**src/rtl/dmem_arbiter_if.sv**
```systemverilog
// Host burst port of the data-memory arbiter: preload (write-in) and readback (read-out).
// master = host side, slave = arbiter side.
interface dmem_arbiter_if #(
  parameter int unsigned AW = 8,
  parameter int unsigned DW = 8
);
  logic          host_go;
  logic          host_wr;
  logic [AW-1:0] host_base;
  logic [AW-1:0] host_len;
  logic [DW-1:0] host_wdata;
  logic          host_wvalid;
  logic          host_wready;
  logic [DW-1:0] host_rdata;
  logic          host_rvalid;
  logic          host_busy;
  logic          host_done;

  modport master (
    output host_go, host_wr, host_base, host_len, host_wdata, host_wvalid,
    input  host_wready, host_rdata, host_rvalid, host_busy, host_done
  );

  modport slave (
    input  host_go, host_wr, host_base, host_len, host_wdata, host_wvalid,
    output host_wready, host_rdata, host_rvalid, host_busy, host_done
  );
endinterface

```
**src/rtl/dmem_arbiter.sv**
```systemverilog
// Arbitrates the single-port data memory between the core (default owner, zero latency)
// and the host burst port, which gets the memory after a bounded wait and keeps it until done.
module dmem_arbiter #(
  parameter int unsigned AW     = 8,
  parameter int unsigned DW     = 8,
  parameter int unsigned STARVE = 4
) (
  input  logic          CLK,
  input  logic          reset_n,
  input  logic          cpu_req,
  input  logic          cpu_we,
  input  logic [AW-1:0] cpu_addr,
  input  logic [DW-1:0] cpu_wdata,
  output logic [DW-1:0] cpu_rdata,
  output logic          cpu_stall,
  dmem_arbiter_if.slave host,
  output logic [AW-1:0] mem_addr,
  output logic          mem_we,
  output logic [DW-1:0] mem_wdata,
  input  logic [DW-1:0] mem_rdata
);

  localparam int unsigned WCW = (STARVE > 1) ? $clog2(STARVE) : 1;

  localparam logic [1:0] ST_IDLE  = 2'd0;
  localparam logic [1:0] ST_WAIT  = 2'd1;
  localparam logic [1:0] ST_BURST = 2'd2;
  localparam logic [1:0] ST_DONE  = 2'd3;

  logic [1:0]     state_q,    state_d;
  logic           wr_q,       wr_d;
  logic [AW-1:0]  base_q,     base_d;
  logic [AW-1:0]  len_q,      len_d;
  logic [AW-1:0]  idx_q,      idx_d;
  logic [WCW-1:0] wait_cnt_q, wait_cnt_d;
  logic [DW-1:0]  rdata_q,    rdata_d;
  logic           rvalid_q,   rvalid_d;
  logic           done_q,     done_d;
  logic           busy_q,     busy_d;
  logic           wready_q,   wready_d;

  logic in_burst;
  logic beat_wr;
  logic beat_rd;

  assign in_burst = (state_q == ST_BURST);
  assign beat_wr  = in_burst && wr_q && host.host_wvalid;
  assign beat_rd  = in_burst && !wr_q;

  // Next state, burst bookkeeping and memory-port steering.
  always_comb begin
    state_d    = state_q;
    wr_d       = wr_q;
    base_d     = base_q;
    len_d      = len_q;
    idx_d      = idx_q;
    wait_cnt_d = wait_cnt_q;
    rdata_d    = rdata_q;
    rvalid_d   = 1'b0;

    mem_addr   = cpu_addr;
    mem_we     = cpu_req && cpu_we;
    mem_wdata  = cpu_wdata;
    cpu_stall  = 1'b0;

    case (state_q)
      ST_IDLE: begin
        if (host.host_go) begin
          wr_d       = host.host_wr;
          base_d     = host.host_base;
          len_d      = host.host_len;
          idx_d      = '0;
          wait_cnt_d = '0;
          state_d    = ST_WAIT;
        end
      end
      ST_WAIT: begin
        if (!cpu_req || (wait_cnt_q == WCW'(STARVE - 1))) begin
          state_d = ST_BURST;
        end else begin
          wait_cnt_d = wait_cnt_q + 1'b1;
        end
      end
      ST_BURST: begin
        mem_addr  = base_q + idx_q;
        mem_we    = beat_wr;
        mem_wdata = host.host_wdata;
        cpu_stall = cpu_req;
        if (beat_rd) begin
          rdata_d  = mem_rdata;
          rvalid_d = 1'b1;
        end
        if (beat_wr || beat_rd) begin
          if (idx_q == len_q) begin
            state_d = ST_DONE;
          end else begin
            idx_d = idx_q + 1'b1;
          end
        end
      end
      ST_DONE: begin
        state_d = ST_IDLE;
      end
      default: begin
        state_d = ST_IDLE;
      end
    endcase

    // Nothing is written into memory while the system is held in reset.
    if (!reset_n) begin
      mem_we = 1'b0;
    end

    busy_d   = (state_d != ST_IDLE);
    done_d   = (state_d == ST_DONE);
    wready_d = (state_d == ST_BURST) && wr_d;
  end

  always_ff @(posedge CLK) begin
    if (!reset_n) begin
      state_q    <= ST_IDLE;
      wr_q       <= 1'b0;
      base_q     <= '0;
      len_q      <= '0;
      idx_q      <= '0;
      wait_cnt_q <= '0;
      rdata_q    <= '0;
      rvalid_q   <= 1'b0;
      done_q     <= 1'b0;
      busy_q     <= 1'b0;
      wready_q   <= 1'b0;
    end else begin
      state_q    <= state_d;
      wr_q       <= wr_d;
      base_q     <= base_d;
      len_q      <= len_d;
      idx_q      <= idx_d;
      wait_cnt_q <= wait_cnt_d;
      rdata_q    <= rdata_d;
      rvalid_q   <= rvalid_d;
      done_q     <= done_d;
      busy_q     <= busy_d;
      wready_q   <= wready_d;
    end
  end

  assign cpu_rdata        = mem_rdata;
  assign host.host_rdata  = rdata_q;
  assign host.host_rvalid = rvalid_q;
  assign host.host_done   = done_q;
  assign host.host_busy   = busy_q;
  assign host.host_wready = wready_q;

endmodule

```
**src/flat_wrapper.sv**
```systemverilog
// flat-port wrapper written by rule: the top's interface ports become plain ports
module dmem_arbiter_flat 
#(
  parameter int unsigned AW     = 8,
  parameter int unsigned DW     = 8,
  parameter int unsigned STARVE = 4
)
  (CLK, reset_n, cpu_req, cpu_we, cpu_addr, cpu_wdata, cpu_rdata, cpu_stall, mem_addr, mem_we, mem_wdata, mem_rdata, host_host_go, host_host_wr, host_host_base, host_host_len, host_host_wdata, host_host_wvalid, host_host_wready, host_host_rdata, host_host_rvalid, host_host_busy, host_host_done);
  dmem_arbiter_if #(.AW(AW), .DW(DW)) host_i ();
  input  logic CLK;
  input  logic reset_n;
  input  logic cpu_req;
  input  logic cpu_we;
  input  logic [AW-1:0] cpu_addr;
  input  logic [DW-1:0] cpu_wdata;
  output logic [DW-1:0] cpu_rdata;
  output logic cpu_stall;
  output logic [AW-1:0] mem_addr;
  output logic mem_we;
  output logic [DW-1:0] mem_wdata;
  input  logic [DW-1:0] mem_rdata;
  input wire logic [$bits(host_i.host_go)-1:0] host_host_go;
  input wire logic [$bits(host_i.host_wr)-1:0] host_host_wr;
  input wire logic [$bits(host_i.host_base)-1:0] host_host_base;
  input wire logic [$bits(host_i.host_len)-1:0] host_host_len;
  input wire logic [$bits(host_i.host_wdata)-1:0] host_host_wdata;
  input wire logic [$bits(host_i.host_wvalid)-1:0] host_host_wvalid;
  output wire logic [$bits(host_i.host_wready)-1:0] host_host_wready;
  output wire logic [$bits(host_i.host_rdata)-1:0] host_host_rdata;
  output wire logic [$bits(host_i.host_rvalid)-1:0] host_host_rvalid;
  output wire logic [$bits(host_i.host_busy)-1:0] host_host_busy;
  output wire logic [$bits(host_i.host_done)-1:0] host_host_done;
  assign host_i.host_go = host_host_go;
  assign host_i.host_wr = host_host_wr;
  assign host_i.host_base = host_host_base;
  assign host_i.host_len = host_host_len;
  assign host_i.host_wdata = host_host_wdata;
  assign host_i.host_wvalid = host_host_wvalid;
  assign host_host_wready = host_i.host_wready;
  assign host_host_rdata = host_i.host_rdata;
  assign host_host_rvalid = host_i.host_rvalid;
  assign host_host_busy = host_i.host_busy;
  assign host_host_done = host_i.host_done;
  dmem_arbiter #(.AW(AW), .DW(DW), .STARVE(STARVE)) u_core (.CLK(CLK), .reset_n(reset_n), .cpu_req(cpu_req), .cpu_we(cpu_we), .cpu_addr(cpu_addr), .cpu_wdata(cpu_wdata), .cpu_rdata(cpu_rdata), .cpu_stall(cpu_stall), .host(host_i), .mem_addr(mem_addr), .mem_we(mem_we), .mem_wdata(mem_wdata), .mem_rdata(mem_rdata));
endmodule
```
**config.mk**
```make
export PLATFORM = sky130hd
export DESIGN_NAME = dmem_arbiter_flat
export DESIGN_NICKNAME = d
export VERILOG_FILES = /design/src/rtl/dmem_arbiter_if.sv /design/src/rtl/dmem_arbiter.sv /design/src/flat_wrapper.sv
export SDC_FILE = /design/constraint.sdc
export NUM_CORES = 1
export LEC_CHECK = 0
export CAP_MARGIN = 5
export CORE_UTILIZATION = 45
export CTS_CLUSTER_SIZE = 20
export DETAILED_ROUTE_END_ITERATION = 7
export DONT_BUFFER_PORTS = 1
export PLACE_DENSITY_LB_ADDON = 0.25
export REMOVE_ABC_BUFFERS = 1
export SLEW_MARGIN = 0
export SYNTH_ARGS = -nofsm -noshare
export SYNTH_HDL_FRONTEND = slang
export SYNTH_SLANG_ARGS = --single-unit
export TNS_END_PERCENT = 30
```
**constraint.sdc**
```tcl
create_clock -name CLK -period 5.2 [get_ports CLK]
set_input_delay 0.52 -clock CLK [delete_from_list [all_inputs] [get_ports CLK]]
set_output_delay 0.52 -clock CLK [all_outputs]
set_load 0.05 [all_outputs]
```
# Word level (Yosys, flattened, before mapping)
# Cells that the tools add are included.
totals:
  regBits: 41
  inputBits: 55
  output_inout_bits: 38
  word_cells: 63
op_classes:
  addsub: 3
  n_eq_ne: 11
  n_mux: 20
  n_reduce_logical: 18
op_table:
  columns: ["op", "count"]
  rows:
  - ["two-way mux 8 bit", 5]
  - ["case mux 8 bit (2 select lines)", 1]
  - ["two-way mux 2 bit", 6]
  - ["== test 2 bit (second input constant)", 5]
  - ["adder 8 x 1 -> 8 bit (second input constant)", 1]
  - ["adder 8 bit", 1]
  - ["== test 8 bit", 1]
  - ["!= test 2 bit (second input constant)", 4]
  - ["case mux 2 bit (4 select lines)", 1]
  - ["two-way mux 1 bit", 6]
  - ["AND reduction 2 bit", 3]
  - ["nonzero test 2 bit", 3]
  - ["logical AND 1 bit", 5]
  - ["case mux 2 bit (2 select lines)", 1]
  - ["AND reduction 4 bit", 1]
  - ["AND reduction 3 bit", 1]
  - ["adder 2 x 1 -> 2 bit (second input constant)", 1]
  - ["== test 2 x 1 -> 1 bit (second input constant)", 1]
  - ["zero test 1 bit", 2]
  - ["zero test 2 bit", 1]
  - ["logical OR 1 bit", 2]

# Depth between registers and ports, before layout
# Gate-level depths: netlist of the first run.
logic_depth:
  depth_word: 8
  ltp_mapped: 8
  depth_no_buf: 8

# Worst setup path after synthesis of the first run
# No wires, ideal clock.
synth_path:
  path_kind: "register -> output"
  start: "register u_core.idx_q[0]"
  end: "output port mem_addr[4]"
  arrival_time_ps: 2456
  path_slack_ps: 2224
  stages_incl_launch_ff: 9
  n_path_buf: 0
  cell_sequence: "dfxtp_1 > ha_1 > inv_1 > fa_1 > nor2b_1 > o21ai_1 > nand2_1 > nor2_1 > o31ai_1"
synth_via:
  elab_chain_len: 2
synth_rtl:
  columns: ["element", "line_no", "source"]
  rows:
  - ["from (decl)", "dmem_arbiter.sv:34", "logic [AW-1:0] idx_q, idx_d;"]
  - ["from (signal assigned)", "dmem_arbiter.sv:137", "idx_q <= idx_d;"]
  - ["adder 8 bit", "dmem_arbiter.sv:85", "mem_addr = base_q + idx_q;"]
  - ["two-way mux 8 bit", "dmem_arbiter.sv:66", "case (state_q)"]
  - ["to (decl)", "flat_wrapper.sv:18", "output logic [AW-1:0] mem_addr;"]
# No other way between the ends.

# Worst setup path in the final report of the first run
layout_path:
  start: "register u_core.idx_q[0]"
  end: "output port mem_addr[6]"
# The elaborated chain is that of the path after synthesis.

==> results of run 1 <==
worst max path at each step:
stage	end	from	slack (ps)
after CTS	mem_addr[6]	u_core.idx_q[0]$_SDFFE_PN0P_	2110
after global routing	mem_addr[6]	u_core.idx_q[0]$_SDFFE_PN0P_	1980
after global placement	mem_addr[6]	u_core.idx_q[2]$_SDFFE_PN0P_	2520
final	mem_addr[6]	u_core.idx_q[0]$_SDFFE_PN0P_	2120
after floorplan	mem_addr[4]	u_core.idx_q[0]$_SDFFE_PN0P_	2220
after detailed placement	mem_addr[6]	u_core.idx_q[0]$_SDFFE_PN0P_	2450
cell usage in the layout (no fill, tap or decap), types with 2 or more instances in the layout:
cell type / Yosys / routed
nand2_1: 86 / 86
dfxtp_1: 41 / 41
a21oi_1: 30 / 30
nor2_1: 16 / 16
o21ai_0: 17 / 12
xor2_1: 10 / 10
ha_1: 9 / 9
o21ai_1: 1 / 6
inv_1: 5 / 5
nor2b_1: 5 / 5
clkbuf_8: 0 / 5
nand4_1: 4 / 4
nand2b_1: 3 / 3
nor3b_1: 4 / 3
xnor2_1: 3 / 3
and3_1: 3 / 3
a31oi_1: 3 / 3
mux2i_1: 3 / 3
buf_4: 9 / 3
nand3_1: 2 / 2
o31ai_1: 3 / 2
and2_1: 2 / 2
or3_1: 2 / 2
clkinv_2: 0 / 2
report_power, final:
group	switching [mW]	internal, mW
registers	0.0235	0.328
clock network	0.110	0.0931
logic	0.0949	0.0334
worst reg2reg max path, cell delays in order, from the launching register on:
cell      delay [ps]
dfxtp_1          470
nand2b_1         150
buf_4            350
nor2_2           150
a311oi_4         360
a31oi_1          140
a41o_1           210
cells in the mapped netlist (3+ instances only):
| cell type | count |
|---|---|
| nand2_1 | 86 |
| nor3b_1 | 4 |
| ha_1 | 9 |
| inv_1 | 5 |
| o21ai_0 | 17 |
| buf_4 | 9 |
| o31ai_1 | 3 |
| dfxtp_1 | 41 |
| nand4_1 | 4 |
| clkbuf_1 | 11 |
| a21oi_1 | 30 |
| xnor2_1 | 3 |
| xor2_1 | 10 |
| nor2_1 | 16 |
| a31oi_1 | 3 |
| mux2i_1 | 3 |
| and3_1 | 3 |
| nand2b_1 | 3 |
| nor2b_1 | 5 |
cell families after synthesis:
family	share of synthesized area, %
adder cells (fa/ha/maj)	5.752
flip-flops	35.59
AND/OR/NAND/NOR	26.75
buffers and inverters	6.619
AO/OA/AOI/OAI	17.85
multiplexers	1.791
XOR/XNOR	5.643
cell type report:
type	count	area share, %
repair buffers	3	0.9484
clock buffers	6	3.056
clock inverters	2	0.4215
well taps	67	3.530
flip-flops and latches	41	34.56
multi-input cells	229	56.53
inverters	6	0.9484
sequential cells by signal, summed over array words and instances (netlist names):
name                     flops
u_core.host.host_rvalid      1
u_core.host.host_busy        1
u_core.len_q                 8
u_core.host.host_wready      1
u_core.wait_cnt_q            2
u_core.host.host_rdata       8
u_core.state_q               2
u_core.idx_q                 8
u_core.base_q                8
u_core.wr_q                  1
u_core.host.host_done        1
routing by layer:
layer / global-route usage [%] / routed length (µm)
met1: 22.80 / 2180
met2: 32.82 / 2414
met3: 4.390 / 299
met4: 5.769 / 54
met5: 0 / 0
stage by stage:
stage / setup slack (ps) / instances / hold slack, ps
floorplan: 2224 / 276 / 440.0
global placement: 2520 / 346 / 453.2
detailed placement: 2451 / 346 / 456.0
CTS: 2106 / 354 / 347.1
global route: 1977 / 354 / 339.2
finish: 2124 / 354 / 353.0
==> flow_summary.yaml, run 1 <==
run_status:
  status: "completed"
power:
  peakVddDrop_mv: 0.2052
  p_leak_nw: 1.002
  total_power_mw: 0.6832
  p_per_area_nw_per_um2: 287.7
worst_setup_path:
  slowest_stage: "dfxtp_1"
  cp_cell_sequence: "ha_1 -> inv_1 -> fa_1 -> nor2b_1 -> o21ai_1 -> a21boi_0 -> or4_1 -> nand3_1"
  required_ps: 4680
  r2r_slack_ps: 3260
  r2r-end: "u_core.idx_q[4]$_SDFFE_PN0P_"
  r2r_start: "u_core.state_q[0]$_SDFF_PN0_"
  cp-end-kind: "output port"
  cp_max_fo: 6
  worstSetupPathType: "reg2out"
  path_buf_inv: 1
  cp-start-kind: "flip-flop"
  cp_slowest_stage_delay_ps: 440
  cp.depth: 8
  cp.arrival_ps: 2560
  rr_worst_depth: 6
  cp_top_family: "simple AND/OR/NAND/NOR gates"
worst_hold_path:
  hold_path_depth: 2
  worstHoldEndpoint: "u_core.base_q[3]$_SDFFE_PN0P_"
  worstHoldStart: "host_host_base[3]"
  hold_path_class: "in2reg"
cts:
  cts_hold_buffers: 0
  cts_resized: 0
  clk_pin_slew_worst_paths_ps: 80
  cts_root_buffer: "clkbuf_8"
  cts_buffer_depth: 2
  cts_tree: "yes"
  cts.sinks: 41
  insertion_delay_ps: 290
  h-tree-depth: 2
  numCtsBuffers: 5
  post_cts_buffers: 0
synth:
  synth-seq-area-share_pct: 35.59
  syn_area_um2: 2306
  synthDistinctLibCells: 49
  synth.area.top_cells: "dfxtp_1 (36%), nand2_1 (14%), a21oi_1 (6.5%), ha_1 (4.9%), xor2_1 (3.8%)"
  synth_warnings: 0
  synth_top_area_share_pct: 35.59
  ys_seq_elements: 41
  syn_area_per_cell_um2: 7.712
  synth_edf_count: 0
  syn_inst: 299
  synthArstFlopShare_pct: 0
  synth_top_cell_by_area: "dfxtp_1"
  synth-main-ff-cell: "dfxtp_1"
placed_design:
  dpl-instance-area_um2: 2292
  io_buffers: 0
  gp_congestion: 0.7383
  dpl.hpwl_um: 3543
detailed_routing:
  drc: 0
  ant_nets: 0
  drt_wl_total_um: 4948
  via_per_inst: 5.407
  wl_per_cell_um: 13.98
  drt_first_pass_iters: 4
  via_count: 1914
  drt_iter0_drc: 82
run:
  max_cap_viol_count: 0
cells_and_area:
  seqCellArea_um2: 820.8
  fin_nets: 351
  fillers: 476
  n_antenna_cell: 0
  area_delta_synth_final_pct: 2.984
  fin_area_um2: 2375
  drive_gt1_share_pct: 7.317
  multiInputGateArea_um2: 1343
  final_core_util_pct: 49.30
sta:
  fin_tns_setup_ps: 0
  period_needed_ps: 3076
  clock.fmax_mhz: 325.1
  slew_headroom_pct: 34.99
  hold_viol_final: 0
  period_share_pct: 59.15
  fin_skew_ps: 5.075
  rsz0062_at_grt: "no"
  worst_pin_slew_ps: 968.6
  slew_viol_final: 0
  finalSetupViolations: 0
global_route:
  antenna_found_initial: 0
  grt_overflow: 0
  grt_pass1_vias: 1646
  grt_max_degree: 43
  track_usage_pct: 18.81
  grt_pass1_wl_um: 7769
floorplanning:
  start_util_pct: 47.87
  die_w_um: 73.59
  core_um2: 4817
  io_pins: 93
  die_y_um: 73.59
  rows: 25
  dieArea_um2: 5415
Power figures use the tool's default switching activity.
==> inputs of run 2 (changes only) <==
==> constraint.sdc (replaced) <==
create_clock -name CLK -period 3.2 [get_ports CLK]
set_input_delay 0.32 -clock CLK [delete_from_list [all_inputs] [get_ports CLK]]
set_output_delay 0.32 -clock CLK [all_outputs]
set_load 0.05 [all_outputs]
==> run 2 against run 1 <==
Clock-buffer cell count shrank 1. Power up 75%. Cell count rose by 2.0%. Critical path depth is the same. Clock power grew 97%. First-iteration DRC count up 30%. Combinational power increased by 74%. Critical path type unchanged. Critical endpoint unchanged.
==> flow_summary.yaml, run 2 (same netlist as run 1, synthesis figures left out) <==
run_status:
  status: "completed"
floorplanning:
  io_pins: 93
  die_w_um: 73.59
  die_y_um: 73.59
  dieArea_um2: 5415
  start_util_pct: 47.87
  rows: 25
  core_um2: 4817
cts:
  clk_pin_slew_worst_paths_ps: 80
  cts_resized: 0
  cts_root_buffer: "clkbuf_8"
  cts_buffer_depth: 2
  cts_tree: "yes"
  cts_hold_buffers: 0
  h-tree-depth: 2
  cts.sinks: 41
  insertion_delay_ps: 290
  post_cts_buffers: 0
  numCtsBuffers: 5
cells_and_area:
  area_delta_synth_final_pct: 6.511
  mostFrequentLayoutCells: "nand2_1 (86), dfxtp_1 (41), a21oi_1 (30)"
  drive_gt1_share_pct: 9.864
  n_antenna_cell: 0
  fin_nets: 359
  layout_commonest_cell: "nand2_1"
detailed_routing:
  drt_wl_total_um: 5127
  wl_met1_um: 2332
  met3_wirelength_um: 290
  via_count: 1925
  ant_nets: 0
  top_layer: "met4"
  drc: 0
  met2_length_um: 2420
  via_per_inst: 5.332
  wl_per_cell_um: 14.20
  drt_first_pass_iters: 4
  drt_iter0_drc: 107
global_route:
  grt_pass1_wl_um: 8266
  antenna_found_initial: 0
  grt_pass1_vias: 1785
  grt_max_degree: 21
  grt_overflow: 0
  track_usage_pct: 20.18
worst_setup_path:
  r2r_slack_ps: 1210
  required_ps: 2880
  cp.arrival_ps: 2550
  cp-start-kind: "flip-flop"
  worstSetupPathType: "reg2out"
  cp-end-kind: "output port"
  cp_max_fo: 6
run:
  max_cap_viol_count: 0
sta:
  period_share_pct: 89.55
  rsz0062_at_grt: "no"
  final.setup.worst_slack_ps: 334.5
  worst_pin_slew_ps: 816.2
  clock.fmax_mhz: 349.0
  fin_tns_setup_ps: 0
  slew_headroom_pct: 45.47
  slew_viol_final: 0
  fin_skew_ps: 6.319
  finalSetupViolations: 0
  period_needed_ps: 2866
  hold_viol_final: 0
placed_design:
  dpl.hpwl_um: 3851
  post-place-ws_ps: 663.1
  gp_congestion: 0.8156
  io_buffers: 0
power:
  p_leak_nw: 1.050
  peakVddDrop_mv: 0.2913
  p_per_area_nw_per_um2: 486.2
worst_hold_path:
  hold_path_class: "in2reg"
[run 2: per-layer routing]
metal / up-vias / GRT usage, %
met2: 70 / 34.66
met5: - / 0
met3: 14 / 4.390
met1: 850 / 24.62
li1: 991 / -
met4: 0 / 7.479
[run 2: path summary, 6_finish.rpt]
kind,startpoint,end,cells after the start
worst min-delay path,mem_rdata[7],u_core.host.host_rdata[7]$_SDFFE_PN0P_,2
worst max register to register,u_core.state_q[0]$_SDFF_PN0_,u_core.idx_q[4]$_SDFFE_PN0P_,6
worst min register to register,u_core.base_q[6]$_SDFFE_PN0P_,u_core.base_q[6]$_SDFFE_PN0P_,2
worst max-delay path,u_core.idx_q[0]$_SDFFE_PN0P_,mem_addr[6],8
[run 2: worst max-delay path, stage by stage, from the launching register on]
cell and delay [ps]:
dfxtp_1 430, ha_1 220, inv_1 60, fa_1 410, nor2b_1 150, o21ai_1 80, a21boi_0 330, or4_1 170
nand3_1 400
[run 2: final cells by class]
type | instances | area (µm²)
fillers | 498 | 2361
multi-input cells | 229 | 1343
flip-flops and latches | 41 | 820.8
well taps | 67 | 83.83
repair buffers | 11 | 82.58
clock buffers | 5 | 68.82
clock inverters | 2 | 35.03
inverters | 6 | 22.52
[run 2: power breakdown]
group	total, mW	leakage (nW)	internal (mW)	switching, mW
Clock	0.401	0.0540	0.227	0.174
Sequential	0.571	0.334	0.533	0.0380
Combinational	0.223	0.662	0.0634	0.160
Total	1.19	1.05	0.823	0.371
[run 2: through the flow]
stage	utilization (%)	instances	area, µm²	hold WS (ps)	power [mW]
4_1_cts	50.99	361	2456	143.5	1.208
3_5_place_dp	48.83	354	2352	455.6	0.8075
6_report	50.99	361	2456	154.3	1.194
5_1_grt	50.99	361	2456	131.9	1.257
2_1_floorplan	-	276	2176	440.0	0.7563
3_3_place_gp	48.83	354	2352	452.2	0.8046
==> inputs of run 3 (changes only) <==
--- a/config.mk
+++ b/config.mk
@@ -7,9 +7,11 @@
 export LEC_CHECK = 0
 export CAP_MARGIN = 5
 export CORE_UTILIZATION = 45
+export CTS_CLUSTER_DIAMETER = 120
 export CTS_CLUSTER_SIZE = 20
 export DETAILED_ROUTE_END_ITERATION = 7
 export DONT_BUFFER_PORTS = 1
+export MAX_ROUTING_LAYER = met4
 export PLACE_DENSITY_LB_ADDON = 0.25
 export REMOVE_ABC_BUFFERS = 1
 export SLEW_MARGIN = 0
==> results of run 3 <==
The final DEF is identical to that of run 2; final timing and power are the same.
Main changes from that run: final weighted congestion in routability-driven placement 0.8156 -> 0.8277; overall routing resource usage 20.18% -> 20.78%; violation count after the first detailed-route iteration 107 -> 112
